### config.mk
export PLATFORM = sky130hd
export DESIGN_NAME = uart_debug_unit
export DESIGN_NICKNAME = d
export VERILOG_FILES = /design/src/rtl/uart_debug_unit.sv
export SDC_FILE = /design/constraint.sdc
export NUM_CORES = 1
export LEC_CHECK = 0
export CORE_ASPECT_RATIO = 0.9
export CORE_MARGIN = 1
export CORE_UTILIZATION = 55
export CTS_BUF_LIST = sky130_fd_sc_hd__clkbuf_4 sky130_fd_sc_hd__clkbuf_8 sky130_fd_sc_hd__clkbuf_16
export DETAILED_ROUTE_END_ITERATION = 8
export DONT_BUFFER_PORTS = 1
export PLACE_DENSITY = 0.76
export SLEW_MARGIN = 15
export SYNTH_ARGS = -nofsm -noshare
export SYNTH_HDL_FRONTEND = slang
export SYNTH_SLANG_ARGS = --single-unit
### constraint.sdc
create_clock -name clk -period 6.8 [get_ports clk]
set_input_delay 1.36 -clock clk [delete_from_list [all_inputs] [get_ports clk]]
set_output_delay 1.36 -clock clk [all_outputs]
set_load 0.03 [all_outputs]
### src/rtl/uart_debug_unit.sv
// Host-side debug controller between the UART RX/TX pair and the MIPS pipeline:
// loads program words, runs or single-steps the pipeline, and streams latches/regs/memory back.
module uart_debug_unit #(
    parameter int                 NB_DATA    = 8,
    parameter int                 NB_WORD    = 32,
    parameter int                 NB_LATCH   = 400,
    parameter int                 N_REGS     = 32,
    parameter int                 N_MEM      = 32,
    parameter int                 IMEM_DEPTH = 256,
    parameter logic [NB_WORD-1:0] HALT_WORD  = 32'hFFFFFFFF
) (
    input  logic                      clk,
    input  logic                      i_rst_n,
    input  logic [NB_DATA-1:0]        i_rx_data,
    input  logic                      i_rx_done,
    input  logic                      i_tx_done,
    output logic                      o_tx_start,
    output logic [NB_DATA-1:0]        o_tx_data,
    input  logic                      i_end,
    input  logic [NB_LATCH-1:0]       i_latches,
    output logic [$clog2(N_REGS)-1:0] o_reg_addr,
    input  logic [NB_WORD-1:0]        i_reg_data,
    output logic [$clog2(N_MEM)-1:0]  o_mem_addr,
    input  logic [NB_WORD-1:0]        i_mem_data,
    output logic [NB_WORD-1:0]        o_instruction,
    output logic [NB_WORD-1:0]        o_instruction_address,
    output logic                      o_valid,
    output logic                      o_step,
    output logic                      o_start,
    output logic                      o_busy
);

    // state      | meaning
    // IDLE       | waiting for a host command
    // LOAD       | assembling program words from RX bytes, writing imem
    // CONT_RUN   | pipeline free-running until it retires HALT
    // DBG_WAIT   | debug session, waiting for STEP / END_DBG
    // DUMP_LATCH | sending the pipeline latch snapshot
    // DUMP_REG   | sending the register file, one word per register
    // DUMP_MEM   | sending data memory, one word per address
    // DONE       | dump finished; back to DBG_WAIT or IDLE
    typedef enum logic [2:0] {
        S_IDLE, S_LOAD, S_CONT_RUN, S_DBG_WAIT,
        S_DUMP_LATCH, S_DUMP_REG, S_DUMP_MEM, S_DONE
    } state_t;

    // Sub-phase of every dump item: present address, capture, then per-byte send/wait.
    typedef enum logic [1:0] {PH_ADDR, PH_CAP, PH_SEND, PH_WAIT} phase_t;

    localparam int NB_RA       = $clog2(N_REGS);
    localparam int NB_MA       = $clog2(N_MEM);
    localparam int WORD_BYTES  = NB_WORD / NB_DATA;
    localparam int LATCH_BYTES = NB_LATCH / NB_DATA;
    localparam int NB_CNT      = $clog2(LATCH_BYTES + 1);
    localparam int NB_WB       = $clog2(WORD_BYTES + 1);
    localparam int NB_WCNT     = $clog2(IMEM_DEPTH + 1);

    localparam logic [NB_CNT-1:0]  LATCH_CNT    = NB_CNT'(LATCH_BYTES);
    localparam logic [NB_CNT-1:0]  WORD_CNT     = NB_CNT'(WORD_BYTES);
    localparam logic [NB_WB-1:0]   WORD_BYTES_W = NB_WB'(WORD_BYTES);
    localparam logic [NB_WCNT-1:0] DEPTH_W      = NB_WCNT'(IMEM_DEPTH);
    localparam logic [NB_WORD-1:0] ADDR_STEP    = NB_WORD'(NB_WORD / 8);
    localparam logic [NB_RA-1:0]   LAST_REG     = NB_RA'(N_REGS - 1);
    localparam logic [NB_MA-1:0]   LAST_MEM     = NB_MA'(N_MEM - 1);

    localparam logic [NB_DATA-1:0] CMD_LOAD  = NB_DATA'(8'h01);
    localparam logic [NB_DATA-1:0] CMD_DEBUG = NB_DATA'(8'h02);
    localparam logic [NB_DATA-1:0] CMD_CONT  = NB_DATA'(8'h04);
    localparam logic [NB_DATA-1:0] CMD_STEP  = NB_DATA'(8'h08);
    localparam logic [NB_DATA-1:0] CMD_END   = NB_DATA'(8'h10);

    state_t                    state_q;
    phase_t                    phase_q;
    logic                      debug_q;
    logic [NB_WORD-NB_DATA-1:0] word_q;
    logic [NB_WORD-1:0]        word_d;
    logic [NB_WB-1:0]          wbyte_q;
    logic [NB_WORD-1:0]        waddr_q;
    logic [NB_WCNT-1:0]        wcount_q;
    logic [NB_LATCH-1:0]       tx_buf_q;
    logic [NB_CNT-1:0]         bytes_left_q;
    logic [NB_RA-1:0]          reg_addr_q;
    logic [NB_MA-1:0]          mem_addr_q;
    logic                      tx_start_q;
    logic [NB_DATA-1:0]        tx_data_q;
    logic [NB_WORD-1:0]        instr_q;
    logic [NB_WORD-1:0]        iaddr_q;
    logic                      valid_q;
    logic                      step_q;
    logic                      start_q;

    assign word_d = {word_q, i_rx_data};

    always_ff @(posedge clk or negedge i_rst_n) begin
        if (!i_rst_n) begin
            state_q      <= S_IDLE;
            phase_q      <= PH_ADDR;
            debug_q      <= 1'b0;
            word_q       <= '0;
            wbyte_q      <= '0;
            waddr_q      <= '0;
            wcount_q     <= '0;
            tx_buf_q     <= '0;
            bytes_left_q <= '0;
            reg_addr_q   <= '0;
            mem_addr_q   <= '0;
            tx_start_q   <= 1'b0;
            tx_data_q    <= '0;
            instr_q      <= '0;
            iaddr_q      <= '0;
            valid_q      <= 1'b0;
            step_q       <= 1'b0;
            start_q      <= 1'b0;
        end else begin
            valid_q    <= 1'b0;
            step_q     <= 1'b0;
            tx_start_q <= 1'b0;
            case (state_q)
                S_IDLE, S_DBG_WAIT: begin
                    if (i_rx_done) begin
                        case (i_rx_data)
                            CMD_LOAD: begin
                                state_q <= S_LOAD;
                                wbyte_q <= WORD_BYTES_W;
                                debug_q <= 1'b0;
                            end
                            CMD_DEBUG: begin
                                state_q <= S_DBG_WAIT;
                                debug_q <= 1'b1;
                            end
                            CMD_CONT: begin
                                state_q <= S_CONT_RUN;
                                start_q <= 1'b1;
                                debug_q <= 1'b0;
                            end
                            CMD_STEP: begin
                                if (state_q == S_DBG_WAIT) begin
                                    state_q <= S_DUMP_LATCH;
                                    phase_q <= PH_CAP;
                                    step_q  <= !i_end;
                                end
                            end
                            CMD_END: begin
                                if (state_q == S_DBG_WAIT) begin
                                    state_q <= S_DUMP_LATCH;
                                    phase_q <= PH_CAP;
                                    debug_q <= 1'b0;
                                end
                            end
                            default: ;
                        endcase
                    end
                end
                S_LOAD: begin
                    if (i_rx_done) begin
                        word_q <= word_d[NB_WORD-NB_DATA-1:0];
                        if (wbyte_q == NB_WB'(1)) begin
                            wbyte_q <= WORD_BYTES_W;
                            // words beyond imem capacity are parsed but never written
                            if (wcount_q < DEPTH_W) begin
                                valid_q  <= 1'b1;
                                instr_q  <= word_d;
                                iaddr_q  <= waddr_q;
                                waddr_q  <= waddr_q + ADDR_STEP;
                                wcount_q <= wcount_q + NB_WCNT'(1);
                            end
                            if (word_d == HALT_WORD) begin
                                state_q  <= S_IDLE;
                                waddr_q  <= '0;
                                wcount_q <= '0;
                            end
                        end else begin
                            wbyte_q <= wbyte_q - NB_WB'(1);
                        end
                    end
                end
                S_CONT_RUN: begin
                    if (i_end) begin
                        start_q <= 1'b0;
                        state_q <= S_DUMP_LATCH;
                        phase_q <= PH_CAP;
                    end
                end
                S_DUMP_LATCH, S_DUMP_REG, S_DUMP_MEM: begin
                    case (phase_q)
                        PH_ADDR: phase_q <= PH_CAP;
                        PH_CAP: begin
                            phase_q <= PH_SEND;
                            case (state_q)
                                S_DUMP_LATCH: begin
                                    tx_buf_q     <= i_latches;
                                    bytes_left_q <= LATCH_CNT;
                                end
                                S_DUMP_REG: begin
                                    tx_buf_q     <= NB_LATCH'(i_reg_data) << (NB_LATCH - NB_WORD);
                                    bytes_left_q <= WORD_CNT;
                                end
                                default: begin
                                    tx_buf_q     <= NB_LATCH'(i_mem_data) << (NB_LATCH - NB_WORD);
                                    bytes_left_q <= WORD_CNT;
                                end
                            endcase
                        end
                        PH_SEND: begin
                            tx_data_q  <= tx_buf_q[NB_LATCH-1 -: NB_DATA];
                            tx_buf_q   <= tx_buf_q << NB_DATA;
                            tx_start_q <= 1'b1;
                            phase_q    <= PH_WAIT;
                        end
                        default: begin
                            if (i_tx_done) begin
                                if (bytes_left_q == NB_CNT'(1)) begin
                                    phase_q <= PH_ADDR;
                                    case (state_q)
                                        S_DUMP_LATCH: begin
                                            state_q    <= S_DUMP_REG;
                                            reg_addr_q <= '0;
                                        end
                                        S_DUMP_REG: begin
                                            if (reg_addr_q == LAST_REG) begin
                                                state_q    <= S_DUMP_MEM;
                                                mem_addr_q <= '0;
                                            end else begin
                                                reg_addr_q <= reg_addr_q + NB_RA'(1);
                                            end
                                        end
                                        default: begin
                                            if (mem_addr_q == LAST_MEM) begin
                                                state_q <= S_DONE;
                                            end else begin
                                                mem_addr_q <= mem_addr_q + NB_MA'(1);
                                            end
                                        end
                                    endcase
                                end else begin
                                    bytes_left_q <= bytes_left_q - NB_CNT'(1);
                                    phase_q      <= PH_SEND;
                                end
                            end
                        end
                    endcase
                end
                default: begin
                    if (debug_q && !i_end) begin
                        state_q <= S_DBG_WAIT;
                    end else begin
                        state_q <= S_IDLE;
                        debug_q <= 1'b0;
                    end
                end
            endcase
        end
    end

    assign o_tx_start            = tx_start_q;
    assign o_tx_data             = tx_data_q;
    assign o_reg_addr            = reg_addr_q;
    assign o_mem_addr            = mem_addr_q;
    assign o_instruction         = instr_q;
    assign o_instruction_address = iaddr_q;
    assign o_valid               = valid_q;
    assign o_step                = step_q;
    assign o_start               = start_q;
    assign o_busy                = (state_q != S_IDLE);

endmodule

==> results.txt, run 1 <==
Status = completed
H-tree depth = 2
Worst r2r src = state_q[1]
Synth warn = 0
Slew @ Worst Pin = 1.33 ns
Die area = 46800 um2
Worst EP required = 5.44 ns
Die Span Y = 205 um
Endpoints failing setup = 0
Post-route ant nets = 0
Final worst slack = 2.93 ns
Post-Route WL = 68900 um
Synthesized flop and latch total = 562
Distinct cells, synth = 61
Cell family with most CP delay = buffers and inverters
Slew Viols, Final = 0
TritonRoute pass-1 iters = 7
Worst vdd ir = 0.000544 V
Sw Ratio = 0.383
CTS tree = done
Worst-case clock skew = 0.0273 ns
CTS root buffer = clkbuf_16
Pleak = 0.0121 uW
Clock power frac = 0.242
I/O pins = 564
Core ar. = 45400 um2
Initial antenna violation count = 7
Fin. Hold Viols = 0
Worst path slowest cell = buf_4
CTS Buffer Depth = 3
Worst-path cell chain = buf_4, clkinv_1, nand3_1
Synth Flop Type = dfrtp_1
Clk sinks = 562
Syn Std Cell Area = 25200 um2
Largest net degree at the start of global routing = 563
R2r endpoint = waddr_q[17]
Part of the power in registers = 0.393
CTS Hold Bufs = 0
Critical Path AT = 2.51 ns
Min-delay worst type = in2async
Fillers = 3726
Initial Utilization = 0.557
Layout Cells excl Fill = 3220
Die X = 228 um
Synth Area per Inst = 9.30 um2
Total negative slack = 0 ns
I/O Buffers = 0
Slowest cell delay on critical path = 0.58 ns
EDFF count, synth = 0
Hold WS = 0.464 ns
Vias in the first global route = 19000
PwrDens = 515 nW/um2
Detailed Place HPWL = 45300 um
Layout Utilization = 0.604
Max Freq = 259 MHz
PostCTS Resize Cnt = 0
First-pass GRT wire length = 105000 um
GRT Residual Overflow = 0
Placer Congestion = 0.918
Clock network latency to the later pin of the worst-skew pair = 0.61 ns
Vias per Instance = 6.29
Async SR Flop Fraction = 1.00
Clock slew at reported path FFs = 0.06 ns
FF-to-FF path depth = 8
1st-iter DRT viols = 2104
Max_cap viols = 0
Synth Instances = 2714
Worst slack, placed = 2.52 ns
Setup bufs post-CTS = 0
Period utilization = 0.569
Area growth from synthesis to layout = 8.61%
Crit start category = flip-flop
Rows = 74
Post-route minimum period = 3.87 ns
Max_slew headroom = 0.115
Nets@finish = 3053
DP Cell Count = 3112
Internal = 8710 uW
WL per Instance = 21.4 um
Combinational fraction of design power = 0.366
RSZ-0062 raised after global routing = false
Seq/Total Area, Yosys = 0.557
Worst-path fanout max = 49
CTS Buf Count = 56
DRC viols = 0
Layout cells sized above 1 = 0.0575
Via count = 20300
Most frequent cells in the layout = dfrtp_1 (561), nor2_1 (440), a21oi_1 (418), a22oi_1 (360), nand2_1 (355)
Most common cell after layout, fill and taps aside = dfrtp_1
Crit end category = output port
Buf/Inv on CP = 2
R2R Setup Slk = 3.13 ns
Global Route Usage Sum = 0.283
Switching power = 5410 uW
Setup CP Type = reg2out
layer usage:
metal  part of all wire  vias to the layer above  GRT usage  wire length (um)
met5            0.00064                        -          0                44
met4              0.040                        6      0.124              2790
met3              0.098                      177     0.0933              6780
met2               0.47                      916      0.444             32500
met1               0.39                     9878      0.359             26900
li1                   -                     9285          -                 -
power by group through the flow:
stage | combinational, uW | sequential, uW | clock (uW)
floorplan | 4310 | 5300 | 0
global placement | 4890 | 5520 | 0
detailed placement | 5110 | 5560 | 0
CTS | 5140 | 5520 | 3470
global route | 5860 | 5670 | 3590
finish | 5160 | 5550 | 3410
flip-flops by register name, indices dropped and copies added, names as in the netlist:
register / cells
o_reg_addr: 5
o_tx_start: 1
waddr_q: 30
o_tx_data: 8
bytes_left_q: 6
o_start: 1
tx_buf_q: 400
debug_q: 1
phase_q: 2
o_mem_addr: 5
wcount_q: 9
state_q: 3
word_q: 24
o_instruction_address: 30
o_instruction: 32
o_valid: 1
o_step: 1
wbyte_q: 3
cells in the mapped netlist, drive strengths merged (5+ instances only):
cell / n / area, um2
mux2: 10 / 113
clkbuf: 207 / 778
dfrtp: 562 / 14100
xor2: 20 / 175
ha: 14 / 175
a21oi: 418 / 2090
mux2i: 34 / 340
or3: 9 / 56.3
nor3: 17 / 85.1
o21ai: 62 / 310
and3: 13 / 81.3
xnor2: 9 / 78.8
buf: 21 / 109
inv: 14 / 52.6
nor4: 12 / 90.1
a211oi: 33 / 248
a22oi: 360 / 2700
nand4: 21 / 131
o31ai: 5 / 37.5
nor2: 440 / 1650
nand3: 26 / 130
nand2: 356 / 1340
per-stage QoR:
| step | cell area [um2] | power (uW) |
|---|---|---|
| 6_report | 27400 | 14100 |
| 5_1_grt | 27400 | 15100 |
| 4_1_cts | 27400 | 14100 |
| 3_5_place_dp | 25400 | 10700 |
| 3_3_place_gp | 25400 | 10400 |
| 2_1_floorplan | 25300 | 9620 |
worst reg2reg max path: stages, from the launching register on:
cell      delay [ns]
dfrtp_1         0.61
and4bb_1        0.94
and2_1          0.38
nand2b_2        0.07
buf_4           0.32
inv_2           0.46
nand4_1         0.27
or3_1           0.37
a21oi_1         0.16
final cells by class:
cell class / instances / area [um2] / area share
Inverter: 15 / 56.3 / 0.00205
Antenna cell: 4 / 10.0 / 0.000365
Multi-Input combinational cell: 1910 / 10300 / 0.375
Clock buffer: 80 / 1670 / 0.0611
Clock inverter: 24 / 384 / 0.0140
Timing Repair Buffer: 17 / 190 / 0.00694
Tap cell: 608 / 761 / 0.0277
Sequential cell: 562 / 14100 / 0.513
kinds of logic after synthesis:
logic type                 share of synthesized area
and+or+nand+nor                                0.148
DFF                                            0.557
other                                       0.000149
adders and majority gates                    0.00733
xor gates and xnor gates                      0.0101
AOI/OAI and AO/OA                              0.222
buffers and inverters                         0.0374
muxes                                         0.0179
worst max path at each step:
stage | from | endpoint | slack [ns] | depth (start not counted)
3_3_place_gp | i_rx_done | waddr_q[17] | 2.70 | 8
2_1_floorplan | i_rx_data[4] | state_q[1] | 3.37 | 7
6_report | state_q[0] | o_busy | 2.93 | 3
3_5_place_dp | i_rx_done | waddr_q[17] | 2.52 | 8
5_1_grt | state_q[0] | o_busy | 2.82 | 3
4_1_cts | state_q[0] | o_busy | 2.93 | 3
(Power assumes the default switching activity.)
==> inputs of run 2 (changes only) <==
Settings changed: PLACE_DENSITY 0.76 to 0.79.
Clock period 6.8 ns to 3.12 ns, I/O delays scaled along.
==> results.txt, run 2 (synthesized netlist as in run 1, its figures left out) <==
Status = complete, but fails checks
Failing checks = hold timing
Max_cap viols = 0 (unchanged)
Clk sinks = 562 (unchanged)
Layout cells sized above 1 = 0.0678 (+0.0103)
Worst slack, placed = 0.404 ns (-2.11 ns)
Vias per Instance = 6.27 (-0.35%)
Crit-path most repeated cell = or3_1
Most frequent cells in the layout = dfrtp_1 (561), nor2_1 (440), a21oi_1 (418), a22oi_1 (360), nand2_1 (355)
WL per Instance = 21.2 um (-0.84%)
PostCTS Resize Cnt = 0 (unchanged)
Worst-path cell chain = and4bb_1, and2_1, nand3_1, or3_1, or3_1, a21oi_1
Setup CP Type = reg2reg
Largest net degree at the start of global routing = 563 (unchanged)
Total negative slack = 0 ns (unchanged)
RSZ-0062 raised after global routing = false
DP Cell Count = 3140 (+0.90%)
I/O Buffers = 0 (unchanged)
Pleak = 0.0123 uW (+1.6%)
Worst EP required = 3.65 ns (-1.79 ns)
Detailed Place HPWL = 46200 um (+2.0%)
Max Freq = 383 MHz
Post-route minimum period = 2.61 ns
Register area = 14100 um2 (unchanged)
Initial antenna violation count = 8 (+1)
Cell family with most CP delay = simple AND/OR/NAND/NOR gates
Slowest cell delay on critical path = 0.54 ns (-0.04 ns)
Post-route ant nets = 0 (unchanged)
Worst-path fanout max = 14 (-71%)
Placer Congestion = 0.925 (+0.80%)
Post-Route WL = 69100 um (+0.21%)
Fin. Hold Viols = 1 (+1)
Fillers = 3676 (-1.3%)
Initial Utilization = 0.557 (unchanged)
First-pass GRT wire length = 105000 um (+0.19%)
Slew Viols, Final = 0 (unchanged)
Die X = 228 um (unchanged)
Setup bufs post-CTS = 0 (unchanged)
TritonRoute pass-1 iters = 6 (-1)
Period utilization = 0.837
Hold WS = -0.00664 ns (-0.471 ns)
Area growth from synthesis to layout = 10.1%
Rows = 74 (unchanged)
Die Span Y = 205 um (unchanged)
Worst-case clock skew = 0.0314 ns (+0.00409 ns)
PwrDens = 1120 nW/um2 (+120%)
Layout Cells excl Fill = 3254 (+1.1%)
CTS Buf Count = 55 (-1.8%)
Clock network latency to the later pin of the worst-skew pair = 0.60 ns (about the same)
Critical Path AT = 3.14 ns (+0.63 ns)
Slew @ Worst Pin = 1.02 ns (-0.311 ns)
Min-delay worst type = in2async
Multi-input gate area = 10300 um2 (about the same)
Global Route Usage Sum = 0.283 (about the same)
Via count = 20400 (+0.70%)
Clock slew at reported path FFs = 0.07 ns (about the same)
CTS Buffer Depth = 3 (unchanged)
Max_slew headroom = 0.322 (+0.207)
Worst path slowest cell = dfrtp_1
Final worst slack = 0.508 ns (-2.42 ns)
Core ar. = 45400 um2 (unchanged)
CTS root buffer = clkbuf_16
CTS tree = done
Most common cell after layout, fill and taps aside = dfrtp_1
Vias in the first global route = 19200 (+1.1%)
H-tree depth = 2 (unchanged)
Die area = 46800 um2 (unchanged)
Crit start category = flip-flop
Endpoints failing setup = 0 (unchanged)
Buf/Inv on CP = 0 (-2)
GRT Residual Overflow = 0 (unchanged)
Max reg flops = 400 (unchanged)
Worst vdd ir = 0.00101 V (+86%)
Crit end category = flip-flop
Nets@finish = 3085 (+1.0%)
DRC viols = 0 (unchanged)
Register bank with the most flops = tx_buf_q
I/O pins = 564 (unchanged)
1st-iter DRT viols = 2070 (-1.6%)
-- run 2: cell type report --
cell class	count	area share
Sequential cell	562	0.506
Clock inverter	22	0.0104
Antenna cell	7	0.000630
Timing Repair Buffer	50	0.0246
Multi-Input combinational cell	1910	0.370
Inverter	15	0.00203
Tap cell	608	0.0274
Clock buffer	80	0.0594
-- run 2: metal layers --
metal	vias to the layer above	GRT usage	wire (um)	part of all wire
met3	183	0.0834	6310	0.091
met1	9879	0.353	26600	0.39
met5	-	0	34	0.00049
met2	966	0.453	32900	0.48
li1	9372	-	-	-
met4	4	0.138	3240	0.047
-- run 2: worst register-to-register path, stage by stage (launching register included) --
cell,delay (ns)
dfrtp_1,0.54
and4bb_1,0.36
and2_1,0.33
nand3_1,0.24
or3_1,0.54
or3_1,0.39
a21oi_1,0.15
-- run 2: path summary, 6_finish.rpt --
path,from,end,slack [ns],cells after the start
worst max-delay path,state_q[1],waddr_q[31],0.51,6
worst min register to register,tx_buf_q[7],tx_buf_q[7],0.47,2
min in group clk,i_rx_data[1],o_instruction[1],0.12,2
worst min-delay path,i_rst_n,tx_buf_q[358],-0.007,1
worst max register to register,state_q[1],waddr_q[31],0.51,6
max in group asynchronous,i_rst_n,tx_buf_q[101],1.66,2
-- run 2: stage by stage --
stage | instance area (um2) | utilization | power (uW)
global placement | 25700 | 0.567 | 23100
CTS | 27700 | 0.610 | 30900
finish | 27800 | 0.613 | 31100
floorplan | 25300 | - | 21000
global route | 27800 | 0.613 | 33300
detailed placement | 25700 | 0.567 | 23800
-- run 2: where the power goes --
group / switching (uW) / internal (uW) / leakage, uW
sequential: 1800 / 10300 / 0.00712
clock: 2840 / 4180 / 0.000977
combinational: 7430 / 4500 / 0.00422
==> inputs of run 3 (changes only) <==
Settings changed: ABC_AREA set to 1, PLACE_DENSITY 0.79 to 0.76.
Clock period 3.12 ns to 2.6 ns, I/O delays scaled along.
==> results.txt, run 3 <==
Status = complete, but fails checks
Failing checks = hold timing, slew limit
Max Freq = 463 MHz (+21%)
Initial antenna violation count = 8 (unchanged)
Register area = 14100 um2 (about the same)
Worst-case clock skew = 0.00923 ns (-0.0221 ns)
EDFF count, synth = 0 (unchanged)
Worst-path fanout max = 40 (+26)
Final worst slack = 0.440 ns (-0.0688 ns)
Most common cell after layout, fill and taps aside = nand2_1
R2R Setup Slk = 0.44 ns (-0.07 ns)
Max_slew headroom = -0.415 (-0.738)
Initial Utilization = 0.558 (+0.00167)
Period utilization = 0.831 (-0.00613)
Max_cap viols = 0 (unchanged)
Most frequent cells in the layout = nand2_1 (828), dfrtp_1 (562), a22oi_1 (362), o21ai_1 (352), o21ai_0 (204)
Post-route ant nets = 0 (unchanged)
Rows = 75 (+1.4%)
Worst vdd ir = 0.000707 V (-30%)
Layout Utilization = 0.607 (-0.00539)
Seq/Total Area, Yosys = 0.540 (-0.0168)
Async SR Flop Fraction = 1.00 (unchanged)
CTS Buf Count = 56 (+1.8%)
H-tree depth = 2 (unchanged)
Clk sinks = 562 (unchanged)
WL per Instance = 20.7 um (-2.5%)
1st-iter DRT viols = 2112 (+2.0%)
TritonRoute pass-1 iters = 6 (unchanged)
Clock power frac = 0.253 (+0.027)
DP Cell Count = 3428 (+9.2%)
Hold WS = -0.371 ns (-0.364 ns)
Largest net degree at the start of global routing = 563 (unchanged)
Switching power = 12800 uW (+6.1%)
Placer Congestion = 0.917 (-0.86%)
PostCTS Resize Cnt = 0 (unchanged)
Metal-1 WL = 29900 um (+12%)
Cell family with most CP delay = buffers and inverters
Total negative slack = 0 ns (unchanged)
Internal = 22200 uW (+17%)
Vias per Instance = 6.04 (-3.6%)
Worst path slowest cell = buf_4
Post-route minimum period = 2.16 ns (-0.451 ns)
CTS tree = done
Combinational fraction of design power = 0.320 (-0.064)
Die X = 231 um (+1.5%)
Crit-path most repeated cell = o21ai_0
Max reg flops = 400 (unchanged)
Global Route Usage Sum = 0.298 (+0.0153)
Die area = 48200 um2 (+3.1%)
Fin. Hold Viols = 306 (+305)
Crit end category = flip-flop
I/O pins = 564 (unchanged)
Die Span Y = 208 um (+1.5%)
Synthesized flop and latch total = 562 (unchanged)
Buf/Inv on CP = 3 (+3)
Worst slack, placed = 0.454 ns (+0.0496 ns)
Detailed Place HPWL = 51000 um (+10%)
Distinct cells, synth = 37 (-39%)
Slew @ Worst Pin = 2.12 ns (+1.11 ns)
Critical Path AT = 2.63 ns (-0.51 ns)
PwrDens = 1240 nW/um2 (+11%)
Pleak = 0.0127 uW (+3.1%)
Post-synth top cells = nand2_1 (828), dfrtp_1 (562), a22oi_1 (362), o21ai_1 (352), o21ai_0 (204)
Slew Viols, Final = 282 (+282)
Nets@finish = 3362 (+9.0%)
RSZ-0062 raised after global routing = false
CTS Hold Bufs = 1
Worst-path cell chain = inv_1, ha_4, inv_2, buf_4, o21ai_0, o21ai_0, o21ai_1
DRC viols = 0 (unchanged)
Max layer used = met5
Synth area leader = dfrtp_1
Clock network latency to the later pin of the worst-skew pair = 0.59 ns (about the same)
Multi-input gate area = 10300 um2 (+0.57%)
Area contributors post-synth = dfrtp_1 (54%), nand2_1 (12%), a22oi_1 (10%), o21ai_1 (6.8%), o21ai_0 (3.9%)
Synth warn = 0 (unchanged)
Routed met2 length = 33300 um (+1.2%)
Synth Area per Inst = 8.73 um2 (-6.2%)
Via count = 21300 (+4.6%)
Clock slew at reported path FFs = 0.06 ns (about the same)
Layout Cells excl Fill = 3532 (+8.5%)
CTS Buffer Depth = 3 (unchanged)
Crit start category = flip-flop
Slowest cell delay on critical path = 0.45 ns (-0.09 ns)
Syn Std Cell Area = 26000 um2 (+3.1%)
Post-Route WL = 73100 um (+5.8%)
Synth Instances = 2983 (+9.9%)
Sw Ratio = 0.366 (-0.0227)
Layout cells sized above 1 = 0.0587 (-0.00909)
CTS root buffer = clkbuf_16
Worst EP required = 3.07 ns (-0.58 ns)
First-pass GRT wire length = 113000 um (+7.5%)
Register bank with the most flops = tx_buf_q
Part of the power in registers = 0.427 (+0.037)
GRT Residual Overflow = 0 (unchanged)
Endpoints failing setup = 0 (unchanged)
Fillers = 3934 (+7.0%)
Min-delay worst type = in2async
Synth Flop Type = dfrtp_1
Post-synth top area share = 0.540 (-0.0168)
Vias in the first global route = 20500 (+7.0%)
Area growth from synthesis to layout = 8.82%
Most frequent cell after synthesis = nand2_1
Core ar. = 46600 um2 (+2.8%)
Met3 wire len = 6840 um (+8.3%)
Setup CP Type = reg2reg
I/O Buffers = 0 (unchanged)
run 3: cell types whose count changed in the layout (fill, tap and decap cells not counted), sizes merged, moves of 45 or more:
| cell | previous run | this run |
|---|---|---|
| o21ai | 62 | 556 |
| inv | 16 | 141 |
| a21oi | 418 | 22 |
| nand2 | 356 | 835 |
| nor2 | 440 | 113 |
| nand3 | 26 | 71 |
run 3: timing repair:
action                     in CTS  in global routing
setup buffers                   0                  0
setup endpoints to repair       0                  0
hold endpoints to repair      563                562
run 3: path summary, 6_finish.rpt:
kind	startpoint	end	cells after the start
worst max-delay path	phase_q[0]	tx_buf_q[374]	7
worst min-delay path	i_rst_n	o_instruction[30]	0
worst max register to register	phase_q[0]	tx_buf_q[374]	7
worst min register to register	tx_buf_q[6]	tx_buf_q[6]	2
max in group asynchronous	i_rst_n	tx_buf_q[79]	0
min in group clk	i_latches[1]	tx_buf_q[1]	2
run 3: cell type report:
cell class                 instances  share of cell area
sequential                       562               0.496
timing repair buffer              47              0.0205
antenna                            5            0.000442
clock inverter                    15              0.0117
inverter                         140              0.0188
clock buffer                      83              0.0599
tap                              616              0.0272
multi-input combinational       2064               0.365
run 3: routing by layer:
layer	track usage	vias to the layer above
li1	-	9991
met1	0.398	10200
met2	0.456	958
met3	0.0839	191
met4	0.127	8
met5	0	-
run 3: power groups by stage:
| stage | registers, uW | logic [uW] | clock network, uW |
|---|---|---|---|
| floorplan | 14100 | 9100 | 0 |
| global placement | 14800 | 10600 | 0 |
| detailed placement | 14900 | 11200 | 0 |
| CTS | 14800 | 11200 | 8990 |
| global route | 15300 | 12800 | 9310 |
| finish | 14900 | 11200 | 8850 |
run 3: logic make-up after synthesis:
logic type | count (synthesis) | share of synthesized area
AND/OR/NAND/NOR | 1084 | 0.167
AO/OA/AOI/OAI | 957 | 0.220
flip-flops | 562 | 0.540
buffers and inverters | 358 | 0.0636
adder cells (fa/ha/maj) | 14 | 0.00673
XOR/XNOR | 7 | 0.00236
other | 1 | 0.000144
run 3: per-stage QoR:
step	power, uW	hold slack (ns)	cell area [um2]
after CTS	35000	-0.405	28300
after detailed placement	26100	0.235	26300
after global placement	25400	0.235	26300
after floorplan	23200	0.224	26000
final	35000	-0.371	28300
after global routing	37400	-0.399	28300
